File: config.mk
export PLATFORM = sky130hd
export DESIGN_NAME = multicycle_controller
export DESIGN_NICKNAME = d
export VERILOG_FILES = /design/src/rtl/multicycle_controller.sv
export SDC_FILE = /design/constraint.sdc
export NUM_CORES = 1
export LEC_CHECK = 0
export BUFFER_PORTS_ARGS = -buffer_cell sky130_fd_sc_hd__buf_2
export CORE_MARGIN = 2
export CORE_UTILIZATION = 47
export DETAILED_ROUTE_END_ITERATION = 8
export GPL_TIMING_DRIVEN = 0
export HOLD_SLACK_MARGIN = 0.06
export PLACE_DENSITY = 0.84
export SYNTH_ARGS = -nofsm -noshare
export SYNTH_HDL_FRONTEND = slang
export SYNTH_SLANG_ARGS = --single-unit
File: constraint.sdc
create_clock -name CLK -period 2 [get_ports CLK]
set_input_delay 0.1 -clock CLK [delete_from_list [all_inputs] [get_ports CLK]]
set_output_delay 0.1 -clock CLK [all_outputs]
set_load 0.01 [all_outputs]
File: src/rtl/multicycle_controller.sv
// Control FSM for the multi-cycle RISC-V datapath (lw, sw, R-type, I-type ALU, beq, jal).
// Outputs are decoded combinationally from the state register; write strobes are forced low while RST is low.
module multicycle_controller #(
    parameter bit MEM_HANDSHAKE = 1'b1
) (
    input  logic       CLK,
    input  logic       RST,
    input  logic [6:0] Instr6_0,
    input  logic [2:0] Instr14_12,
    input  logic       Instr30,
    input  logic       Zero,
    input  logic       MemReady,
    output logic       PCWrite,
    output logic       AdrSrc,
    output logic       MemWrite,
    output logic       IRWrite,
    output logic [1:0] ResultSrc1_0,
    output logic [2:0] ALUControl2_0,
    output logic [1:0] ALUSrcA,
    output logic [1:0] ALUSrcB,
    output logic [1:0] ImmSrc1_0,
    output logic       RegWrite,
    output logic       IllegalInstr,
    output logic [3:0] State
);

    typedef enum logic [3:0] {
        S_FETCH    = 4'd0,
        S_DECODE   = 4'd1,
        S_MEMADR   = 4'd2,
        S_MEMREAD  = 4'd3,
        S_MEMWB    = 4'd4,
        S_MEMWRITE = 4'd5,
        S_EXECUTER = 4'd6,
        S_EXECUTEI = 4'd7,
        S_ALUWB    = 4'd8,
        S_BEQ      = 4'd9,
        S_JAL      = 4'd10
    } state_t;

    localparam logic [6:0] OP_LW   = 7'b0000011;
    localparam logic [6:0] OP_SW   = 7'b0100011;
    localparam logic [6:0] OP_R    = 7'b0110011;
    localparam logic [6:0] OP_I    = 7'b0010011;
    localparam logic [6:0] OP_BEQ  = 7'b1100011;
    localparam logic [6:0] OP_JAL  = 7'b1101111;

    localparam logic [2:0] ALU_ADD = 3'b000;
    localparam logic [2:0] ALU_SUB = 3'b001;
    localparam logic [2:0] ALU_AND = 3'b010;
    localparam logic [2:0] ALU_OR  = 3'b011;
    localparam logic [2:0] ALU_SLT = 3'b101;

    // ALU operation selected by funct3/funct7[5]; subtraction only for R-type encodings
    function automatic logic [2:0] alu_funct(input logic [2:0] f3, input logic op5, input logic f7b5);
        logic [2:0] ctl;
        case (f3)
            3'b000:  ctl = (op5 && f7b5) ? ALU_SUB : ALU_ADD;
            3'b010:  ctl = ALU_SLT;
            3'b110:  ctl = ALU_OR;
            3'b111:  ctl = ALU_AND;
            default: ctl = ALU_ADD;
        endcase
        return ctl;
    endfunction

    state_t     state_r;
    state_t     state_next_s;
    logic       ready_s;
    logic       pcwrite_s;
    logic       memwrite_s;
    logic       irwrite_s;
    logic       regwrite_s;
    logic       illegal_s;
    logic       adrsrc_s;
    logic [1:0] resultsrc_s;
    logic [2:0] aluctl_s;
    logic [1:0] alusrca_s;
    logic [1:0] alusrcb_s;
    logic [1:0] immsrc_s;

    assign ready_s = MEM_HANDSHAKE ? MemReady : 1'b1;

    // State register; asynchronous reset returns to FETCH and aborts the instruction in flight
    always_ff @(posedge CLK or negedge RST) begin
        if (!RST) begin
            state_r <= S_FETCH;
        end else begin
            state_r <= state_next_s;
        end
    end

    // Next-state sequencing
    always_comb begin
        state_next_s = state_r;
        case (state_r)
            S_FETCH: begin
                if (ready_s) state_next_s = S_DECODE;
                else         state_next_s = S_FETCH;
            end
            S_DECODE: begin
                case (Instr6_0)
                    OP_LW, OP_SW: state_next_s = S_MEMADR;
                    OP_R:         state_next_s = S_EXECUTER;
                    OP_I:         state_next_s = S_EXECUTEI;
                    OP_BEQ:       state_next_s = S_BEQ;
                    OP_JAL:       state_next_s = S_JAL;
                    default:      state_next_s = S_FETCH;
                endcase
            end
            S_MEMADR: begin
                if (Instr6_0 == OP_LW) state_next_s = S_MEMREAD;
                else                   state_next_s = S_MEMWRITE;
            end
            S_MEMREAD: begin
                if (ready_s) state_next_s = S_MEMWB;
                else         state_next_s = S_MEMREAD;
            end
            S_MEMWRITE: begin
                if (ready_s) state_next_s = S_FETCH;
                else         state_next_s = S_MEMWRITE;
            end
            S_EXECUTER, S_EXECUTEI: state_next_s = S_ALUWB;
            S_JAL:                  state_next_s = S_ALUWB;
            S_MEMWB, S_ALUWB, S_BEQ: state_next_s = S_FETCH;
            default:                state_next_s = S_FETCH;
        endcase
    end

    // Datapath selects and raw strobes for the current state
    always_comb begin
        pcwrite_s   = 1'b0;
        memwrite_s  = 1'b0;
        irwrite_s   = 1'b0;
        regwrite_s  = 1'b0;
        illegal_s   = 1'b0;
        adrsrc_s    = 1'b0;
        resultsrc_s = 2'b00;
        aluctl_s    = ALU_ADD;
        alusrca_s   = 2'b00;
        alusrcb_s   = 2'b00;
        case (state_r)
            S_FETCH: begin
                alusrcb_s   = 2'b10;
                resultsrc_s = 2'b10;
                irwrite_s   = ready_s;
                pcwrite_s   = ready_s;
            end
            S_DECODE: begin
                alusrca_s = 2'b01;
                alusrcb_s = 2'b01;
                case (Instr6_0)
                    OP_LW, OP_SW, OP_R, OP_I, OP_BEQ, OP_JAL: illegal_s = 1'b0;
                    default:                                  illegal_s = 1'b1;
                endcase
            end
            S_MEMADR: begin
                alusrca_s = 2'b10;
                alusrcb_s = 2'b01;
            end
            S_MEMREAD: begin
                adrsrc_s = 1'b1;
            end
            S_MEMWB: begin
                resultsrc_s = 2'b01;
                regwrite_s  = 1'b1;
            end
            S_MEMWRITE: begin
                adrsrc_s   = 1'b1;
                memwrite_s = 1'b1;
            end
            S_EXECUTER: begin
                alusrca_s = 2'b10;
                aluctl_s  = alu_funct(Instr14_12, Instr6_0[5], Instr30);
            end
            S_EXECUTEI: begin
                alusrca_s = 2'b10;
                alusrcb_s = 2'b01;
                aluctl_s  = alu_funct(Instr14_12, Instr6_0[5], Instr30);
            end
            S_ALUWB: begin
                regwrite_s = 1'b1;
            end
            S_JAL: begin
                alusrca_s = 2'b01;
                alusrcb_s = 2'b10;
                pcwrite_s = 1'b1;
            end
            S_BEQ: begin
                alusrca_s = 2'b10;
                aluctl_s  = ALU_SUB;
                pcwrite_s = Zero;
            end
            default: begin
                pcwrite_s = 1'b0;
            end
        endcase
    end

    // Immediate format follows the opcode regardless of state
    always_comb begin
        case (Instr6_0)
            OP_SW:   immsrc_s = 2'b01;
            OP_BEQ:  immsrc_s = 2'b10;
            OP_JAL:  immsrc_s = 2'b11;
            default: immsrc_s = 2'b00;
        endcase
    end

    assign PCWrite       = pcwrite_s  & RST;
    assign MemWrite      = memwrite_s & RST;
    assign IRWrite       = irwrite_s  & RST;
    assign RegWrite      = regwrite_s & RST;
    assign IllegalInstr  = illegal_s  & RST;
    assign AdrSrc        = adrsrc_s;
    assign ResultSrc1_0  = resultsrc_s;
    assign ALUControl2_0 = aluctl_s;
    assign ALUSrcA       = alusrca_s;
    assign ALUSrcB       = alusrcb_s;
    assign ImmSrc1_0     = immsrc_s;
    assign State         = state_r;

endmodule

# [Yosys cells after proc, flatten, opt, wreduce, memory -nomap -nowiden]
# Cells that the tools add are included.
[classes] eq_ne=19 n_mux=20 bitwise=5 reduce_logical=13
[op_table] cell="4-bit one-hot mux with 6 select lines" count=1
[op_table] cell="4-bit one-hot mux with 5 select lines" count=1
[op_table] cell="4-bit by 3-bit equality test with 1-bit output, second input constant" count=4
[op_table] cell="7-bit by 6-bit equality test with 1-bit output, second input constant" count=2
[op_table] cell="7-bit equality test, second input constant" count=2
[op_table] cell="4-bit equality test, second input constant" count=3
[op_table] cell="2-bit one-hot mux with 2 select lines" count=3
[op_table] cell="3-bit one-hot mux with 4 select lines" count=1
[op_table] cell="2-bit OR reduction" count=6
[op_table] cell="3-bit two-way mux" count=3
[op_table] cell="4-bit by 2-bit equality test with 1-bit output, second input constant" count=2
[op_table] cell="1-bit two-way mux" count=8
[op_table] cell="7-bit by 2-bit equality test with 1-bit output, second input constant" count=1
[op_table] cell="7-bit by 5-bit equality test with 1-bit output, second input constant" count=1
[op_table] cell="3-bit equality test, second input constant" count=2
[op_table] cell="2-bit one-hot mux with 3 select lines" count=1
[op_table] cell="3-bit one-hot mux with 2 select lines" count=1
[op_table] cell="3-bit OR reduction" count=2
[op_table] cell="6-bit OR reduction" count=1
[op_table] cell="1-bit AND" count=5
[op_table] cell="4-bit by 1-bit equality test with 1-bit output, second input constant" count=1
[op_table] cell="4-bit zero test" count=1
[op_table] cell="4-bit OR reduction" count=1
[op_table] cell="3-bit by 2-bit equality test with 1-bit output, second input constant" count=1
[op_table] cell="other kinds (3)" count=3
[totals] register_bits=4 inputBits=15 out_inout_bits=21 wordCells=58

# [Longest topological paths before layout]
[logic_depth] word_depth=5 ltp_mapped=4 depth_no_buf=3

# [Worst setup path after synthesis]
# Ideal clock, no wire load.
[synth_timing] path_kind="register to output" from="register state_r[1], in the netlist State[1]" to="output RegWrite" arrival_ns=1.429 required_ns=1.900 slack_ns=0.471 path_stages_with_launch=4 path_buffers=2 cell_sequence="dfrtp_1 buf_4 buf_6 a2111oi_0"
[synth_between] elab_chain_len=4 elab_cells_between_ends=5 classes_between="eq/ne (2); mux (1); bitwise (1); reduce/logical (1)"
[synth_rtl] item="start, declared" line_no="67" rtl="state_t state_r;"
[synth_rtl] item="start signal, assigned" line_no="89" rtl="state_r <= state_next_s;"
[synth_rtl] item="4-bit by 3-bit equality test with 1-bit output or 4-bit equality test (tied branches)" line_no="142" rtl="case (state_r)"
[synth_rtl] item="2-bit OR reduction (no line) (*)"
[synth_rtl] item="1-bit two-way mux (*)" line_no="142"
[synth_rtl] item="1-bit AND (*)" line_no="213" rtl="assign RegWrite = regwrite_s & RST;"
[synth_rtl] item="end, declared" line_no="22" rtl="output logic RegWrite,"
# Every way passes the cells marked *; elsewhere a longest branch is shown, timed or not.

# [Final worst setup path]
[layout_timing] from="register state_r[0], in the netlist State[0]" to="output PCWrite"
[layout_between] elab_chain_len=3 elab_cells_between_ends=5 classes_between="eq/ne (2); mux (1); bitwise (1); reduce/logical (1)"
[layout_rtl] item="4-bit equality test or 4-bit zero test (tied branches)" line_no="142"
[layout_rtl] item="1-bit one-hot mux with 3 select lines (*)" line_no="142"
[layout_rtl] item="1-bit AND (*)" line_no="210" rtl="assign PCWrite = pcwrite_s & RST;"
[layout_rtl] item="end, declared" line_no="13" rtl="output logic PCWrite,"
# Marked as above.

==> metrics.md <==
| Metric | Value |
|---|---|
| Outcome | `finished clean` |
| GPL Wtd Cong | `0.775` |
| All-Layer GR Usage | `a little over a fifth` |
| Root buffer selected by CTS | `clkbuf_4` |
| Clock Power Share | `between 30% and 40%` |
| Area of placed instances | `just under 900 µm²` |
| Top FF cell, synth | `dfrtp_1` |
| Largest family of logic cells by synthesized area | `simple AND/OR/NAND/NOR gates` |
| EDFF count, synth | `0` |
| Final Worst Setup Slack | `roughly 0.23 ns` |
| Final Hold Vio Count | `0` |
| Synth Area in Compound Gates | `between 20% and 30%` |
| Die W | `roughly 42 µm` |
| Arrival time at the worst endpoint | `1.67 ns` |
| CP endpoint | `PCWrite` |
| Pwr Density | `around 370 nW/µm²` |
| Sw Ratio | `a little over a third` |
| Post-route DRC | `0` |
| Core ar. | `1320 µm²` |
| Syn Area/Cell | `roughly 8 µm²` |
| Ports | `36` |
| Pint | `between 200 and 250 µW` |
| Critical Path RT | `between 1.5 and 2 ns` |
| Synth Register Bits | `4` |
| Cts repair resizes | `0` |
| Clock skew | `~0.0025 ns` |
| Vias per Instance | `between 5 and 6` |
| Async set-reset flop share out of synthesis | `100%` |
| Crit path from | `State[0]$_DFF_PN0_` |
| Worst-path maximum fanout | `9` |
| Number of global-route vias before repair | `about 700` |
| Largest net degree at the start of global routing | `11` |
| Min Clock Period, post-route | `approximately 1.8 ns` |
| Sw power | `116 µW` |
| Flip-flop count of the largest register after layout | `4` |
| Register area share after synthesis | `around 15%` |
| Mux cell area share after synthesis | `0%` |
| Die height | `between 40 and 50 µm` |
| Cells after Synth | `between 80 and 90` |
| Share of layout cells above drive strength 1 | `43.4%` |
| Clk_lat worst skew | `roughly 0.24 ns` |
| CTS Buf Count | `3` |
| Layout area overhead | `33.7%` |
| Worst R2R Path Depth | `4` |
| Iteration-0 DRC count of the detailed router | `19` |
| Via count | `around 800` |
| Post-place setup slack | `0.476 ns` |
| Logic pwr share | `41.6%` |
| CP Launch Type | `register` |
| Fmax | `approximately 560 MHz` |
| NumNets Final | `around 140` |
| Min-delay worst type | `in -> reg` |
| RSZ-0062 raised after global routing | `false` |
| Worst R2R Setup Slack | `a little under 0.6 ns` |
| Crit Path Category | `reg -> out` |
| Post-synthesis adder-cell area fraction | `0%` |
| Launch instance of the worst register-to-register path | `State[2]$_DFF_PN0_` |
| Reg clk slew, reported paths | `0.04 ns` |
| Die area | `1750 µm²` |
| Sequential Power Share | `about 28%` |
| Max rail drop VDD | `between 0.3 and 0.4 mV` |
| Final setup TNS | `0 ns` |
| Drt pass-1 iters | `4` |
| Slew Viols, Final | `0` |
| GRT overflow | `0` |
| Leak pwr | `0.452 nW` |
| Clock tree buffer depth | `2` |
| WL/cell | `between 10 and 15 µm` |
| Rel. slew slack | `slightly above 70%` |
| First-pass GRT wire length | `3.04 mm` |
| # Max-Cap Violations | `0` |
| Post-route ant nets | `0` |
| Main area contributors after synthesis | `dfrtp_1, buf_6, nand2_1` |
| Post-synth top area share | `between 10 and 15%` |
| Synth Warn # | `0` |
| Final Instance Area | `roughly 900 µm²` |
| Post-synth net total | `between 90 and 100` |
| Clk sinks | `4` |
| Yosys cell types | `42` |
| Synth Area in XOR/XNOR | `between 3 and 4%` |
| Worst-margin pin slew | `around 0.41 ns` |
| Routed wire length | `approximately 1.8 mm` |
| Cell taking the most area after synthesis | `dfrtp_1` |
| Period utilization | `88.6%` |
| Post-DP HPWL | `between 1 and 1.5 mm` |
| Row cnt | `13` |
| Setup crit end kind | `output pin` |
| Mapped Area | `between 600 and 700 µm²` |
| IO Port Bufs | `35` |
| Simple-Gate Fraction of Synth Area | `about 45%` |
| Initial antenna violation count | `0` |
| Antenna Cells | `0` |
| Worst R2R End | `State[2]$_DFF_PN0_` |
| Initial Utilization | `51.0%` |
| Htree depth | `1` |
| CTS tree | `built` |
| Final setup vio count | `0` |
[synth_stat cells (3+ instances only)]
| master | n |
|---|---|
| buf_6 | 4 |
| dfrtp_1 | 4 |
| inv_1 | 4 |
| nand2_1 | 9 |
| nand2b_1 | 4 |
| nand3_1 | 4 |
| nor2b_1 | 3 |
| nor3_1 | 3 |
| nor3b_1 | 3 |
| nor4b_1 | 3 |
| o21ai_0 | 4 |
[per-layer routing]
layer,wire [µm],global-route usage (%)
met4,20,5.81
met2,871,37.8
met5,0,0
met3,135,4.35
met1,813,27.4
[critical path, cell delays in order (launching register included)]
cell and delay (ns):
dfrtp_1 0.47, or3b_1 0.41, a21o_1 0.19, a211oi_2 0.20, buf_2 0.16
[timing repair]
| item | CTS | global route |
|---|---|---|
| hold endpoints to repair | 4 | 0 |
| hold buffers | 1 | 0 |
| setup endpoints to repair | 0 | 0 |
| buffers inserted | 0 | 0 |
[how the worst min path moves through the flow]
stage,start,end,slack (ns),cells past startpoint
detailed placement,RST,State[2]$_DFF_PN0_,-0.06,1
global route,Instr6_0[4],State[2]$_DFF_PN0_,0.20,3
floorplan,RST,State[0]$_DFF_PN0_,-0.20,0
global placement,RST,State[2]$_DFF_PN0_,-0.06,1
finish,Instr6_0[6],State[2]$_DFF_PN0_,0.19,3
CTS,Instr6_0[4],State[2]$_DFF_PN0_,0.18,3
[through the flow]
| stage | utilization, % | hold WS [ns] | power [mW] | std cells |
|---|---|---|---|---|
| final | 68.2 | 0.191 | 0.335 | 137 |
| after global placement | 65.7 | -0.0647 | 0.228 | 133 |
| after floorplan | - | -0.196 | 0.177 | 83 |
| after detailed placement | 65.7 | -0.0578 | 0.232 | 133 |
| after global routing | 68.2 | 0.200 | 0.357 | 137 |
| after CTS | 68.2 | 0.181 | 0.338 | 137 |
[cell families after synthesis]
group,Yosys count
XOR/XNOR,3
AO/OA/AOI/OAI,21
buffers and inverters,9
AND/OR/NAND/NOR,46
flip-flops,4
[cell usage in the layout, fill, tap and decap left out, types with 2 or more instances in the layout]
master    count
a21oi_1       2
o21ai_0       4
nand2b_1      4
nor2b_1       3
nor3b_1       3
a31oi_1       2
nor3_1        3
xor2_1        2
or2_2         2
inv_1         4
buf_6         4
dfrtp_1       4
o211ai_1      2
nand2_1       9
nand3_1       4
buf_2        35
nand3b_1      2
nor4b_1       3
clkbuf_4      3
nor2_1        2
[power groups by stage]
stage / Clock [mW] / Combinational (mW) / Sequential [mW]
finish: 0.102 / 0.139 / 0.0930
global route: 0.110 / 0.153 / 0.0942
CTS: 0.106 / 0.140 / 0.0929
detailed placement: 0 / 0.138 / 0.0940
global placement: 0 / 0.135 / 0.0935
floorplan: 0 / 0.0838 / 0.0935
[cell type report]
| cell class | instances | area (µm²) |
|---|---|---|
| flip-flops and latches | 4 | 100 |
| fillers | 120 | 419 |
| well taps | 15 | 18.8 |
| clock buffers | 3 | 22.5 |
| repair buffers | 36 | 185 |
| plain buffers | 5 | 52.6 |
| inverters | 4 | 15.0 |
| multi-input cells | 70 | 504 |
No activity file was read; power rests on OpenSTA's default activity.
